**config.mk**
```make
export PLATFORM = sky130hd
export DESIGN_NAME = multicycle_control_flat
export DESIGN_NICKNAME = d
export VERILOG_FILES = /design/src/rtl/cpu_ctrl_pkg.sv /design/src/rtl/multicycle_control_if.sv /design/src/rtl/retire_counter.sv /design/src/rtl/multicycle_control.sv /design/src/flat_wrapper.sv
export SDC_FILE = /design/constraint.sdc
export NUM_CORES = 1
export LEC_CHECK = 0
export ABC_AREA = 1
export ABC_CLOCK_PERIOD_IN_PS = 2300
export BUFFER_PORTS_ARGS = -buffer_cell sky130_fd_sc_hd__buf_4
export CORE_MARGIN = 4
export CORE_UTILIZATION = 55
export DETAILED_ROUTE_END_ITERATION = 16
export PLACE_DENSITY = 0.85
export SLEW_MARGIN = 20
export SYNTH_ARGS = -nofsm -noshare
export SYNTH_HDL_FRONTEND = slang
export SYNTH_SLANG_ARGS = --single-unit
```
**constraint.sdc**
```tcl
create_clock -name clk -period 2.3 [get_ports clk]
set_input_delay 0.23 -clock clk [delete_from_list [all_inputs] [get_ports clk]]
set_output_delay 0.23 -clock clk [all_outputs]
set_load 0.01 [all_outputs]
```
**src/rtl/cpu_ctrl_pkg.sv**
```systemverilog
// Shared definitions for the multi-cycle control sequencer.
// Holds the FSM state encodings, the decoded opcode/fn3 constants of the
// supported instructions (ADDI, BNE) and the datapath-control bundle that
// the output decoder fills in for each state.
package cpu_ctrl_pkg;

    // State encodings are kept as plain 3-bit constants so that the raw
    // register value can be exported on state_dbg unchanged.
    localparam logic [2:0] FETCH  = 3'd0;
    localparam logic [2:0] DECODE = 3'd1;
    localparam logic [2:0] EXEC_I = 3'd2;
    localparam logic [2:0] WB_I   = 3'd3;
    localparam logic [2:0] BRANCH = 3'd4;
    localparam logic [2:0] TRAP   = 3'd5;

    localparam logic [6:0] OP_IMM    = 7'b0010011;
    localparam logic [6:0] OP_BRANCH = 7'b1100011;

    localparam logic [2:0] F3_ADDI = 3'b000;
    localparam logic [2:0] F3_BNE  = 3'b001;

    typedef struct packed {
        logic irwrite;
        logic pcwrite;
        logic regwrite;
        logic aluctrl;
        logic alusrc;
        logic immsrc;
        logic pcsrc;
    } ctrl_t;

    function automatic logic is_addi(input logic [6:0] op, input logic [2:0] f3);
        return (op == OP_IMM) && (f3 == F3_ADDI);
    endfunction

    function automatic logic is_bne(input logic [6:0] op, input logic [2:0] f3);
        return (op == OP_BRANCH) && (f3 == F3_BNE);
    endfunction

endpackage

```
**src/rtl/multicycle_control_if.sv**
```systemverilog
// Bus between the multi-cycle sequencer and the datapath.
//   instr, imem_ready : instruction word and its valid flag from imem
//   EQ                : rs1 != rs2 comparison result (BNE taken)
//   IRWrite, PCWrite, RegWrite, ALUctrl, ALUsrc, ImmSrc, PCsrc :
//                       datapath enables driven by the sequencer
// master = sequencer side, slave = datapath/memory side.
interface multicycle_control_if #(
    parameter int unsigned ADDRESS_WIDTH = 32
);
    logic [ADDRESS_WIDTH-1:0] instr;
    logic                     imem_ready;
    logic                     EQ;
    logic                     IRWrite;
    logic                     PCWrite;
    logic                     RegWrite;
    logic                     ALUctrl;
    logic                     ALUsrc;
    logic                     ImmSrc;
    logic                     PCsrc;

    modport master (
        input  instr, imem_ready, EQ,
        output IRWrite, PCWrite, RegWrite, ALUctrl, ALUsrc, ImmSrc, PCsrc
    );

    modport slave (
        output instr, imem_ready, EQ,
        input  IRWrite, PCWrite, RegWrite, ALUctrl, ALUsrc, ImmSrc, PCsrc
    );
endinterface

```
**src/rtl/retire_counter.sv**
```systemverilog
// Retired-instruction counter.
//   clk, rst : clock, asynchronous active-high reset (clears count)
//   en       : increment by one on the next rising edge
//   count    : running total, wraps modulo 2^WIDTH
module retire_counter #(
    parameter int unsigned WIDTH = 32
) (
    input  logic             clk,
    input  logic             rst,
    input  logic             en,
    output logic [WIDTH-1:0] count
);
    always_ff @(posedge clk or posedge rst) begin
        if (rst) begin
            count <= '0;
        end else if (en) begin
            count <= count + 1'b1;
        end
    end
endmodule

```
**src/rtl/multicycle_control.sv**
```systemverilog
// Multi-cycle Moore sequencer for the reduced RISC-V core (ADDI, BNE).
// Steps each instruction through FETCH -> DECODE -> EXEC_I -> WB_I or
// FETCH -> DECODE -> BRANCH; anything else lands in a sticky TRAP.
//   clk, rst  : clock, asynchronous active-high reset
//   bus       : instruction/EQ inputs and datapath enables (master side)
//   illegal   : sticky flag, set on entry to TRAP
//   retired   : instructions completed since reset
//   state_dbg : raw state encoding
module multicycle_control
    import cpu_ctrl_pkg::*;
#(
    parameter int unsigned ADDRESS_WIDTH = 32,
    parameter int unsigned CNT_WIDTH     = 32
) (
    input  logic                  clk,
    input  logic                  rst,
    multicycle_control_if.master  bus,
    output logic                  illegal,
    output logic [CNT_WIDTH-1:0]  retired,
    output logic [2:0]            state_dbg
);
    logic [2:0] state;
    logic [2:0] state_next;
    logic [6:0] opcode_q;
    logic [2:0] fn3_q;
    ctrl_t      ctrl;
    logic       retire_en;

    // Only opcode and fn3 are decoded; the remaining fields belong to the
    // datapath and are deliberately ignored here.
    logic unused_instr_bits;
    assign unused_instr_bits = ^{bus.instr[ADDRESS_WIDTH-1:15], bus.instr[11:7]};

    always_ff @(posedge clk or posedge rst) begin
        if (rst) begin
            state    <= FETCH;
            opcode_q <= '0;
            fn3_q    <= '0;
            illegal  <= 1'b0;
        end else begin
            state <= state_next;
            if ((state == FETCH) && bus.imem_ready) begin
                opcode_q <= bus.instr[6:0];
                fn3_q    <= bus.instr[14:12];
            end
            if (state_next == TRAP) begin
                illegal <= 1'b1;
            end
        end
    end

    always_comb begin
        state_next = TRAP;
        case (state)
            FETCH:   state_next = bus.imem_ready ? DECODE : FETCH;
            DECODE: begin
                if (is_addi(opcode_q, fn3_q)) begin
                    state_next = EXEC_I;
                end else if (is_bne(opcode_q, fn3_q)) begin
                    state_next = BRANCH;
                end else begin
                    state_next = TRAP;
                end
            end
            EXEC_I:  state_next = WB_I;
            WB_I:    state_next = FETCH;
            BRANCH:  state_next = FETCH;
            TRAP:    state_next = TRAP;
            default: state_next = TRAP;
        endcase
    end

    // Moore decode; PCsrc in BRANCH follows EQ combinationally. While rst
    // is high the state already reads FETCH, so the enables are forced low
    // explicitly to keep IRWrite from following imem_ready during reset.
    always_comb begin
        ctrl = '0;
        case (state)
            FETCH: begin
                ctrl.irwrite = bus.imem_ready;
            end
            EXEC_I: begin
                ctrl.alusrc  = 1'b1;
                ctrl.immsrc  = 1'b1;
                ctrl.aluctrl = 1'b0;
            end
            WB_I: begin
                ctrl.regwrite = 1'b1;
                ctrl.alusrc   = 1'b1;
                ctrl.immsrc   = 1'b1;
                ctrl.pcwrite  = 1'b1;
                ctrl.pcsrc    = 1'b0;
            end
            BRANCH: begin
                ctrl.aluctrl = 1'b1;
                ctrl.immsrc  = 1'b0;
                ctrl.pcwrite = 1'b1;
                ctrl.pcsrc   = bus.EQ;
            end
            default: ctrl = '0;
        endcase
        if (rst) begin
            ctrl = '0;
        end
    end

    assign bus.IRWrite  = ctrl.irwrite;
    assign bus.PCWrite  = ctrl.pcwrite;
    assign bus.RegWrite = ctrl.regwrite;
    assign bus.ALUctrl  = ctrl.aluctrl;
    assign bus.ALUsrc   = ctrl.alusrc;
    assign bus.ImmSrc   = ctrl.immsrc;
    assign bus.PCsrc    = ctrl.pcsrc;
    assign state_dbg    = state;

    assign retire_en = (state == WB_I) || (state == BRANCH);

    retire_counter #(
        .WIDTH (CNT_WIDTH)
    ) u_retire (
        .clk   (clk),
        .rst   (rst),
        .en    (retire_en),
        .count (retired)
    );
endmodule

```
**src/flat_wrapper.sv**
```systemverilog
// flat-port wrapper written by rule: the top's interface ports become plain ports
module multicycle_control_flat import cpu_ctrl_pkg::*;
#(
    parameter int unsigned ADDRESS_WIDTH = 32,
    parameter int unsigned CNT_WIDTH     = 32
)
  (clk, rst, illegal, retired, state_dbg, bus_instr, bus_imem_ready, bus_EQ, bus_IRWrite, bus_PCWrite, bus_RegWrite, bus_ALUctrl, bus_ALUsrc, bus_ImmSrc, bus_PCsrc);
  multicycle_control_if #(.ADDRESS_WIDTH(ADDRESS_WIDTH)) bus_i ();
  input  logic clk;
  input  logic rst;
  output logic illegal;
  output logic [CNT_WIDTH-1:0] retired;
  output logic [2:0] state_dbg;
  input wire logic [$bits(bus_i.instr)-1:0] bus_instr;
  input wire logic [$bits(bus_i.imem_ready)-1:0] bus_imem_ready;
  input wire logic [$bits(bus_i.EQ)-1:0] bus_EQ;
  output wire logic [$bits(bus_i.IRWrite)-1:0] bus_IRWrite;
  output wire logic [$bits(bus_i.PCWrite)-1:0] bus_PCWrite;
  output wire logic [$bits(bus_i.RegWrite)-1:0] bus_RegWrite;
  output wire logic [$bits(bus_i.ALUctrl)-1:0] bus_ALUctrl;
  output wire logic [$bits(bus_i.ALUsrc)-1:0] bus_ALUsrc;
  output wire logic [$bits(bus_i.ImmSrc)-1:0] bus_ImmSrc;
  output wire logic [$bits(bus_i.PCsrc)-1:0] bus_PCsrc;
  assign bus_i.instr = bus_instr;
  assign bus_i.imem_ready = bus_imem_ready;
  assign bus_i.EQ = bus_EQ;
  assign bus_IRWrite = bus_i.IRWrite;
  assign bus_PCWrite = bus_i.PCWrite;
  assign bus_RegWrite = bus_i.RegWrite;
  assign bus_ALUctrl = bus_i.ALUctrl;
  assign bus_ALUsrc = bus_i.ALUsrc;
  assign bus_ImmSrc = bus_i.ImmSrc;
  assign bus_PCsrc = bus_i.PCsrc;
  multicycle_control #(.ADDRESS_WIDTH(ADDRESS_WIDTH), .CNT_WIDTH(CNT_WIDTH)) u_core (.clk(clk), .rst(rst), .bus(bus_i), .illegal(illegal), .retired(retired), .state_dbg(state_dbg));
endmodule
```
==> metrics.md, run 1 <==
| Metric | Value |
|---|---|
| YS warnings | 0 |
| Initial core utilization | 57.3% |
| Finished Cell Area | 3090 um2 |
| Vias in the first global route | 2263 |
| Most frequent cells after synthesis | 97 x nand2_1, 50 x nor2_1, 46 x dfrtp_1 |
| Final period utilization | 85.4% |
| Outcome | finished clean |
| Top FF cell, synth | dfrtp_1 |
| Synthesis-stage register bit count | 46 |
| Clock transition at path regs | 0.09 ns |
| Nets@finish | 425 |
| Hold_ws | 0.00981 ns |
| I/O pin cnt | 79 |
| Synth top area share | 45.8% |
| Core area | 4380 um2 |
| Fillers | 358 |
| Seq/Total Area, Yosys | 45.8% |
| Hold WC Path Type | in2async |
| DR vias/cell | 5.38 |
| Syn_nets | 364 |
| HPWL Detailed | 4.59 mm |
| GRT Overall Usage | 23.1% |
| # diodes | 0 |
| Register share of total power | 59.5% |
| Pin count of the biggest net entering global routing | 28 |
| Finished Core Util | 70.5% |
| Area growth syn-to-layout | 23.0% |
| Cts hold-fix bufs | 0 |
| Antenna violations before repair | 0 |
| CP Data Arrival Time | 1.73 ns |
| CTS tree | yes |
| CP Launch Type | flop |
| Drt pass-1 iters | 5 |
| CTS sink count | 46 |
| Mapped Cells | 327 |
| Worst-path fanout max | 13 |
| Setup TNS | 0 ns |
| Final setup viols | 0 |
| Critical path type | reg2out |
| Logic pwr share | 2.8% |
| Row cnt | 24 |
| Syn avg cell area | 7.69 um2 |
| Port bufs | 56 |
| Final wirelength | 5.99 mm |
| Relative slew slack | 48.2% |
| Global placement routability congestion | 0.834 |
| DR vias | 2372 |
| Crit-path cells | nor2_1 -> nand3_1 -> nor2_1 -> buf_4 |
| CP most frequent cell | nor2_1 |
| Top-count cell post-synth | nand2_1 |
| EDFF count, synth | 0 |
| Post-synth top area cell | dfrtp_1 |
| Leakage | 1.58 nW |
| Tmin final | 1.96 ns |
| Max Cap Viol | 0 |
| DR iter-0 viols | 213 |
| Power Dens Cells | 439 nW/um2 |
| Die width | 75.6 um |
| Synth area leaders | dfrtp_1 46%, nand2_1 14%, nor2_1 7.5% |
| Sw Ratio | 21.4% |
| Internal power | 1.07 mW |
| CTS Buffer Depth | 2 |
| Sw power | 0.291 mW |
| DP Area | 3000 um2 |
| Slew @ Worst Pin | 0.772 ns |
| Grt ovf | 0 |
| DR WL/cell | 13.6 um |
| H-Tree Depth | 2 |
| RSZ-0062 raised after global routing | false |
| Fin worst setup slack | 0.335 ns |
| Post-CTS setup buffers | 0 |
| Layout cell share with drive strength beyond 1 | 22.1% |
| Synthesized area | 2510 um2 |
| Setup WS pre-CTS | 0.564 ns |
| Required time worst endpoint | 2.07 ns |
| Clk pwr share | 37.7% |
| Routed Antenna Nets | 0 |
| Worst skew pair latency | 0.30 ns |
| Root Buffer | clkbuf_8 |
| Fraction of registers with async set/reset | 100% |
| Max VDD drop | 384 uV |
| Global-route wire length before repair | 10.2 mm |
| Slew Viols, Final | 0 |
| CP Capture Type | primary output |
| Post-synth cell types | 27 |
| CTS Buf Count | 5 |
| Slowest stage delay, CP | 0.45 ns |
| PostCTS Resize Cnt | 0 |
| F_max | 0.509 GHz |
| Die H | 75.6 um |
| Post-route DRC | 0 |
| Critical path's slowest cell | dfrtp_1 |
| Die ar. | 5720 um2 |
| Hold Fails Final Rpt | 0 |
| Clock Skew | 0.0110 ns |
==> metrics by stage <==
step	total power [mW]	cells
final	1.36	441
after global routing	1.40	441
after CTS	1.37	441
after detailed placement	0.864	433
after global placement	0.863	433
after floorplan	0.836	327
==> area by class of cell <==
class	count	area [um2]	area share, %
repair buffers	58	448	14.5
multi-input cells	235	1180	38.0
inverters	42	158	5.10
well taps	52	65.1	2.10
clock buffers	6	82.6	2.67
flip-flops and latches	46	1150	37.2
clock inverters	2	12.5	0.405
==> layout by cell type (no fill, tap or decap), types with 2 or more instances in the layout <==
master	instances
clkbuf_8	6
inv_1	40
o21ai_0	5
nor2_2	5
nor2_1	50
buf_4	57
nand4_1	7
dfrtp_1	46
xnor2_1	5
xor2_1	11
nor3_1	8
a21oi_1	2
mux2_2	9
nand3b_1	2
nand3_1	25
nand2_1	97
==> final timing paths <==
| check | startpoint | slack (ns) | depth (start not counted) | end |
|---|---|---|---|---|
| hold reg to reg | u_core.illegal | 0.47 | 2 | u_core.illegal |
| hold / removal | rst | 0.01 | 2 | u_core.u_retire.count[14] |
| setup / recovery | u_core.state_dbg[1] | 0.34 | 4 | bus_IRWrite |
| setup reg to reg | u_core.state_dbg[1] | 0.54 | 8 | u_core.u_retire.count[12] |
| min in group clk | bus_instr[12] | 0.16 | 2 | u_core.fn3_q[0] |
| max in group asynchronous | rst | 1.74 | 3 | u_core.u_retire.count[1] |
==> flip-flops by register name, indices dropped and copies added, names as in the netlist <==
name / cells
u_core.fn3_q: 3
u_core.illegal: 1
u_core.opcode_q: 7
u_core.state_dbg: 3
u_core.u_retire.count: 32
==> cells by family (layout without fill, tap and decap cells) <==
kind of cell | count (synthesis) | count (layout) | synth area share, %
muxes | 9 | 9 | 4.03
DFF | 46 | 46 | 45.8
AOI/OAI and AO/OA | 9 | 9 | 2.09
xor gates and xnor gates | 16 | 16 | 5.57
and+or+nand+nor | 200 | 200 | 34.6
buffers and inverters | 46 | 108 | 7.42
adders and majority gates | 1 | 1 | 0.498
==> critical path, delay by kind of cell, from the launching register on <==
family / cells / cell delay, ns
buffers and inverters: 1 / 0.15
flip-flops: 1 / 0.45
AND/OR/NAND/NOR: 3 / 0.84
==> routing by layer <==
| metal | vias up | GRT usage [%] | part of all wire (%) |
|---|---|---|---|
| li1 | 1143 | - | - |
| met1 | 1126 | 30.2 | 41 |
| met2 | 88 | 39.8 | 51 |
| met3 | 15 | 3.30 | 6.5 |
| met4 | 0 | 7.18 | 1.9 |
| met5 | - | 0 | 0 |
==> power groups by stage <==
| stage | logic (mW) | registers [mW] | clock network (mW) |
|---|---|---|---|
| after floorplan | 0.0123 | 0.824 | 0 |
| after global placement | 0.0390 | 0.824 | 0 |
| after detailed placement | 0.0397 | 0.824 | 0 |
| after CTS | 0.0398 | 0.808 | 0.522 |
| after global routing | 0.0437 | 0.808 | 0.549 |
| final | 0.0381 | 0.808 | 0.513 |
Power figures use the tool's default switching activity.
==> run 2: changes to the inputs <==
--- a/config.mk
+++ b/config.mk
@@ -9,9 +9,9 @@
 export ABC_CLOCK_PERIOD_IN_PS = 2300
 export BUFFER_PORTS_ARGS = -buffer_cell sky130_fd_sc_hd__buf_4
 export CORE_MARGIN = 4
-export CORE_UTILIZATION = 55
+export CORE_UTILIZATION = 52
 export DETAILED_ROUTE_END_ITERATION = 16
-export PLACE_DENSITY = 0.85
+export PLACE_DENSITY = 0.81
 export SLEW_MARGIN = 20
 export SYNTH_ARGS = -nofsm -noshare
 export SYNTH_HDL_FRONTEND = slang
==> metrics.md, run 2 (same netlist as run 1, synthesis figures left out) <==
| Metric | Value |
|---|---|
| Outcome | finished clean |
| Routed Antenna Nets | 0 |
| CTS Buffer Depth | 2 |
| Area growth syn-to-layout | 23.8% |
| Slew @ Worst Pin | 0.568 ns |
| R2R setup slack | 0.52 ns |
| CTS tree | yes |
| Initial core utilization | 53.6% |
| Final wirelength | 5.75 mm |
| Grt ovf | 0 |
| Critical path type | reg2out |
| CTS Buf Count | 5 |
| Vias in the first global route | 2208 |
| Clock Skew | 0.00978 ns |
| CP Data Arrival Time | 1.76 ns |
| Root Buffer | clkbuf_8 |
| Biggest register | u_core.u_retire.count |
| Die H | 77.5 um |
| Die ar. | 6010 um2 |
| Largest registers | u_core.u_retire.count (32), u_core.opcode_q (7) |
| Post-layout power | 1.45 mW |
| R2r endpoint | u_core.u_retire.count[10] |
| Final setup viols | 0 |
| Leakage | 1.58 nW |
| DR vias/cell | 5.13 |
| Max Cap Viol | 0 |
| Global-route wire length before repair | 9.84 mm |
| F_max | 0.504 GHz |
| H-Tree Depth | 2 |
| Core area | 4690 um2 |
| Power Dens Cells | 467 nW/um2 |
| Most frequent cells in the layout | 97 x nand2_1, 58 x buf_4, 50 x nor2_1 |
| Antenna violations before repair | 0 |
| Pin count of the biggest net entering global routing | 22 |
| Worst R2R Start | u_core.state_dbg[2] |
| Setup TNS | 0 ns |
| Hold Fails Final Rpt | 0 |
| Final period utilization | 86.3% |
| DR WL/cell | 13.0 um |
| Worst skew pair latency | 0.31 ns |
| Min-delay src | bus_instr[5] |
| Worst setup path endpoint | bus_PCWrite |
| Tmin final | 1.99 ns |
| Clock transition at path regs | 0.08 ns |
| Slew Viols, Final | 0 |
| Required time worst endpoint | 2.07 ns |
| Drt pass-1 iters | 4 |
| CTS sink count | 46 |
| Finished Core Util | 66.3% |
| DR iter-0 viols | 111 |
| Commonest non-fill, non-tap cell in the layout | nand2_1 |
| DR vias | 2277 |
| Fillers | 410 |
| CP Launch Type | flop |
| Layout cell share with drive strength beyond 1 | 22.1% |
| Hold WC Path Type | in2reg |
| Worst reg-to-reg path cell count | 7 |
| Max VDD drop | 271 uV |
| GRT Overall Usage | 20.6% |
| Relative slew slack | 62.0% |
| Die width | 77.5 um |
| Row cnt | 25 |
| CP Capture Type | primary output |
| I/O pin cnt | 79 |
| RSZ-0062 raised after global routing | false |
| Global placement routability congestion | 0.873 |
| Post-route DRC | 0 |
| Nets@finish | 426 |
| Max FFs per register | 32 |
| Setup crit start | u_core.state_dbg[2] |
| # diodes | 0 |
| Port bufs | 56 |
| HPWL Detailed | 4.45 mm |
| Worst-path fanout max | 19 |
-- run 2: how the worst min path moves through the flow --
stage | endpoint | slack [ns] | depth (start not counted)
after detailed placement | u_core.state_dbg[1] | 0.27 | 2
final | u_core.opcode_q[5] | 0.15 | 2
after CTS | u_core.opcode_q[5] | 0.14 | 2
after global placement | u_core.state_dbg[1] | 0.27 | 2
after global routing | u_core.opcode_q[5] | 0.14 | 2
after floorplan | u_core.fn3_q[2] | 0.38 | 1
-- run 2: per-layer routing --
metal / global-route usage (%) / up-vias / routed length (um)
li1: - / 1148 / -
met1: 26.0 / 1053 / 2520
met2: 33.9 / 66 / 2760
met3: 5.10 / 10 / 359
met4: 8.54 / 0 / 112
met5: 0 / - / 0
-- run 2: timing repair --
action / 4_1_cts / 5_1_grt
resized for setup: 0 / 0
buffers inserted: 0 / 0
endpoints found under the hold margin: 13 / 0
hold buffers: 1 / 0
-- run 2: power breakdown --
part | leakage (nW) | switching (mW) | internal [mW]
Clock | 0.0504 | 0.285 | 0.323
Combinational | 0.911 | 0.0202 | 0.0176
Sequential | 0.622 | 0 | 0.808
-- run 2: final cells by class --
class	count	area [um2]	share of cell area, %
inverters	42	158	5.07
multi-input cells	235	1180	37.8
flip-flops and latches	46	1150	37.0
repair buffers	59	445	14.3
clock buffers	5	68.8	2.21
well taps	54	67.6	2.17
clock inverters	3	45.0	1.45
-- run 2: worst max-delay path, stage by stage (launching register included) --
cell and delay, ns:
dfrtp_1 0.43, inv_1 0.15, nand3_1 0.15, nand2_4 0.24
inv_2 0.19, nor2_1 0.15, buf_4 0.14
-- run 2: metrics by stage --
| stage | cell area (um2) | hold slack (ns) | instances | worst slack, ns |
|---|---|---|---|---|
| floorplan | 2510 | 0.380 | 327 | 0.849 |
| global placement | 2990 | 0.268 | 435 | 0.564 |
| detailed placement | 2990 | 0.269 | 435 | 0.512 |
| CTS | 3110 | 0.138 | 444 | 0.331 |
| global route | 3110 | 0.135 | 444 | 0.203 |
| finish | 3110 | 0.151 | 444 | 0.314 |
==> run 3: changes to the inputs <==
--- a/config.mk
+++ b/config.mk
@@ -7,11 +7,11 @@
 export LEC_CHECK = 0
 export ABC_AREA = 1
 export ABC_CLOCK_PERIOD_IN_PS = 2300
-export BUFFER_PORTS_ARGS = -buffer_cell sky130_fd_sc_hd__buf_4
 export CORE_MARGIN = 4
 export CORE_UTILIZATION = 52
 export DETAILED_ROUTE_END_ITERATION = 16
-export PLACE_DENSITY = 0.81
+export DONT_BUFFER_PORTS = 1
+export PLACE_DENSITY = 0.67
 export SLEW_MARGIN = 20
 export SYNTH_ARGS = -nofsm -noshare
 export SYNTH_HDL_FRONTEND = slang
==> metrics.md, run 3 (same netlist as run 1, synthesis figures left out) <==
| Metric | Value |
|---|---|
| I/O pin cnt | 79 |
| Largest registers | u_core.u_retire.count (32), u_core.opcode_q (7) |
| Antenna violations before repair | 0 |
| DR iter-0 viols | 75 |
| Hold WC Path Type | in2async |
| Cts hold-fix bufs | 0 |
| Logic pwr share | 1.0% |
| Setup WS pre-CTS | 0.520 ns |
| Finished Cell Area | 2700 um2 |
| Layout cell share with drive strength beyond 1 | 9.04% |
| CTS Buffer Depth | 2 |
| Critical path type | reg2out |
| Grt ovf | 0 |
| DP Area | 2560 um2 |
| Worst skew pair latency | 0.30 ns |
| DR WL/cell | 13.6 um |
| Port bufs | 0 |
| Final period utilization | 85.1% |
| Core area | 4690 um2 |
| Commonest non-fill, non-tap cell in the layout | nand2_1 |
| Relative slew slack | 37.8% |
| # diodes | 0 |
| Post-Layout Cell Count | 386 |
| Routed Antenna Nets | 0 |
| Sw power | 0.286 mW |
| Worst reg-to-reg path cell count | 8 |
| CP Launch Type | flop |
| CP Data Arrival Time | 1.73 ns |
| Vias in the first global route | 1969 |
| Nets@finish | 368 |
| Hold Fails Final Rpt | 0 |
| Drt pass-1 iters | 4 |
| Biggest register | u_core.u_retire.count |
| HPWL Detailed | 4.10 mm |
| R2R setup slack | 0.51 ns |
| Worst R2R Start | u_core.state_dbg[2] |
| Sw Ratio | 18.3% |
| Outcome | finished clean |
| RSZ-0062 raised after global routing | false |
| Tmin final | 1.96 ns |
| Pin count of the biggest net entering global routing | 47 |
| Slew @ Worst Pin | 0.932 ns |
| Post-route DRC | 0 |
| Final setup viols | 0 |
| Die ar. | 6010 um2 |
| Root Buffer | clkbuf_8 |
| Die width | 77.5 um |
| Max VDD drop | 256 uV |
| Setup TNS | 0 ns |
| H-Tree Depth | 2 |
| CTS Buf Count | 5 |
| Worst-path fanout max | 13 |
| Internal power | 1.27 mW |
| Max Cap Viol | 0 |
| Register share of total power | 51.9% |
| Clock transition at path regs | 0.09 ns |
| Required time worst endpoint | 2.07 ns |
| F_max | 0.511 GHz |
| Global-route wire length before repair | 9.30 mm |
| CP Capture Type | primary output |
| Die H | 77.5 um |
| Slew Viols, Final | 0 |
| DR vias/cell | 5.26 |
| CTS sink count | 46 |
| Clk pwr share | 47.2% |
| Leakage | 1.31 nW |
| Power Dens Cells | 576 nW/um2 |
| CTS tree | yes |
| R2r endpoint | u_core.u_retire.count[12] |
| DR vias | 2029 |
| Post-layout power | 1.56 mW |
| Global placement routability congestion | 0.890 |
| Row cnt | 25 |
| Max FFs per register | 32 |
| Area growth syn-to-layout | 7.52% |
| Initial core utilization | 53.6% |
| Clock Skew | 0.0105 ns |
| Post-placement cell count | 378 |
| Final wirelength | 5.25 mm |
| Post-CTS setup buffers | 0 |
| Most frequent cells in the layout | 97 x nand2_1, 50 x nor2_1, 46 x dfrtp_1 |
| Fin worst setup slack | 0.342 ns |
| PostCTS Resize Cnt | 0 |
| GRT Overall Usage | 19.6% |
run 3: cell count changes in the layout (fill, tap and decap cells not counted):
cell	before	now
clkinvlp_4	2	0
bufinv_16	1	2
clkbuf_8	5	6
dlygate4sd3_1	1	0
buf_4	58	1
inv_2	1	2
clkinv_1	1	0
run 3: power groups by stage:
stage                     logic, mW  clock network (mW)  registers, mW
after floorplan              0.0123                   0          0.824
after global placement       0.0172                   0          0.824
after detailed placement     0.0171                   0          0.824
after CTS                    0.0171               0.751          0.808
after global routing         0.0194               0.790          0.808
final                        0.0154               0.735          0.808
run 3: routing by layer:
metal | global-route usage (%) | part of all wire [%] | vias to the layer above
met5 | 0 | 0 | -
met4 | 6.94 | 1.1 | 0
met3 | 4.52 | 5.9 | 4
met2 | 31.4 | 47 | 57
met1 | 25.9 | 46 | 935
li1 | - | - | 1033
run 3: how the worst max path moves through the flow:
stage,to,slack [ns],cells past startpoint,from
floorplan,u_core.u_retire.count[12],0.85,8,u_core.u_retire.count[0]
global placement,u_core.u_retire.count[10],0.54,7,u_core.state_dbg[2]
detailed placement,u_core.u_retire.count[12],0.52,8,u_core.state_dbg[2]
CTS,bus_IRWrite,0.32,3,u_core.state_dbg[1]
global route,bus_IRWrite,0.13,3,u_core.state_dbg[1]
finish,bus_IRWrite,0.34,3,u_core.state_dbg[1]
run 3: stage by stage:
stage / hold WS (ns) / utilization, %
finish: 0.0129 / 57.6
floorplan: 0.380 / -
global route: 0.0603 / 57.6
CTS: 0.0519 / 57.6
global placement: 0.382 / 54.6
detailed placement: 0.380 / 54.6
run 3: final cells by class:
cell class | count | area (um2)
fillers | 454 | 1990
multi-input cells | 235 | 1180
repair buffers | 1 | 7.51
inverters | 42 | 158
flip-flops and latches | 46 | 1150
well taps | 54 | 67.6
clock buffers | 6 | 82.6
clock inverters | 2 | 60.1
run 3: worst max-delay path, stage by stage, from the launching register on:
cell and delay, ns:
dfrtp_1 0.48, nor2_1 0.16, nand3_1 0.42, nor2_1 0.36
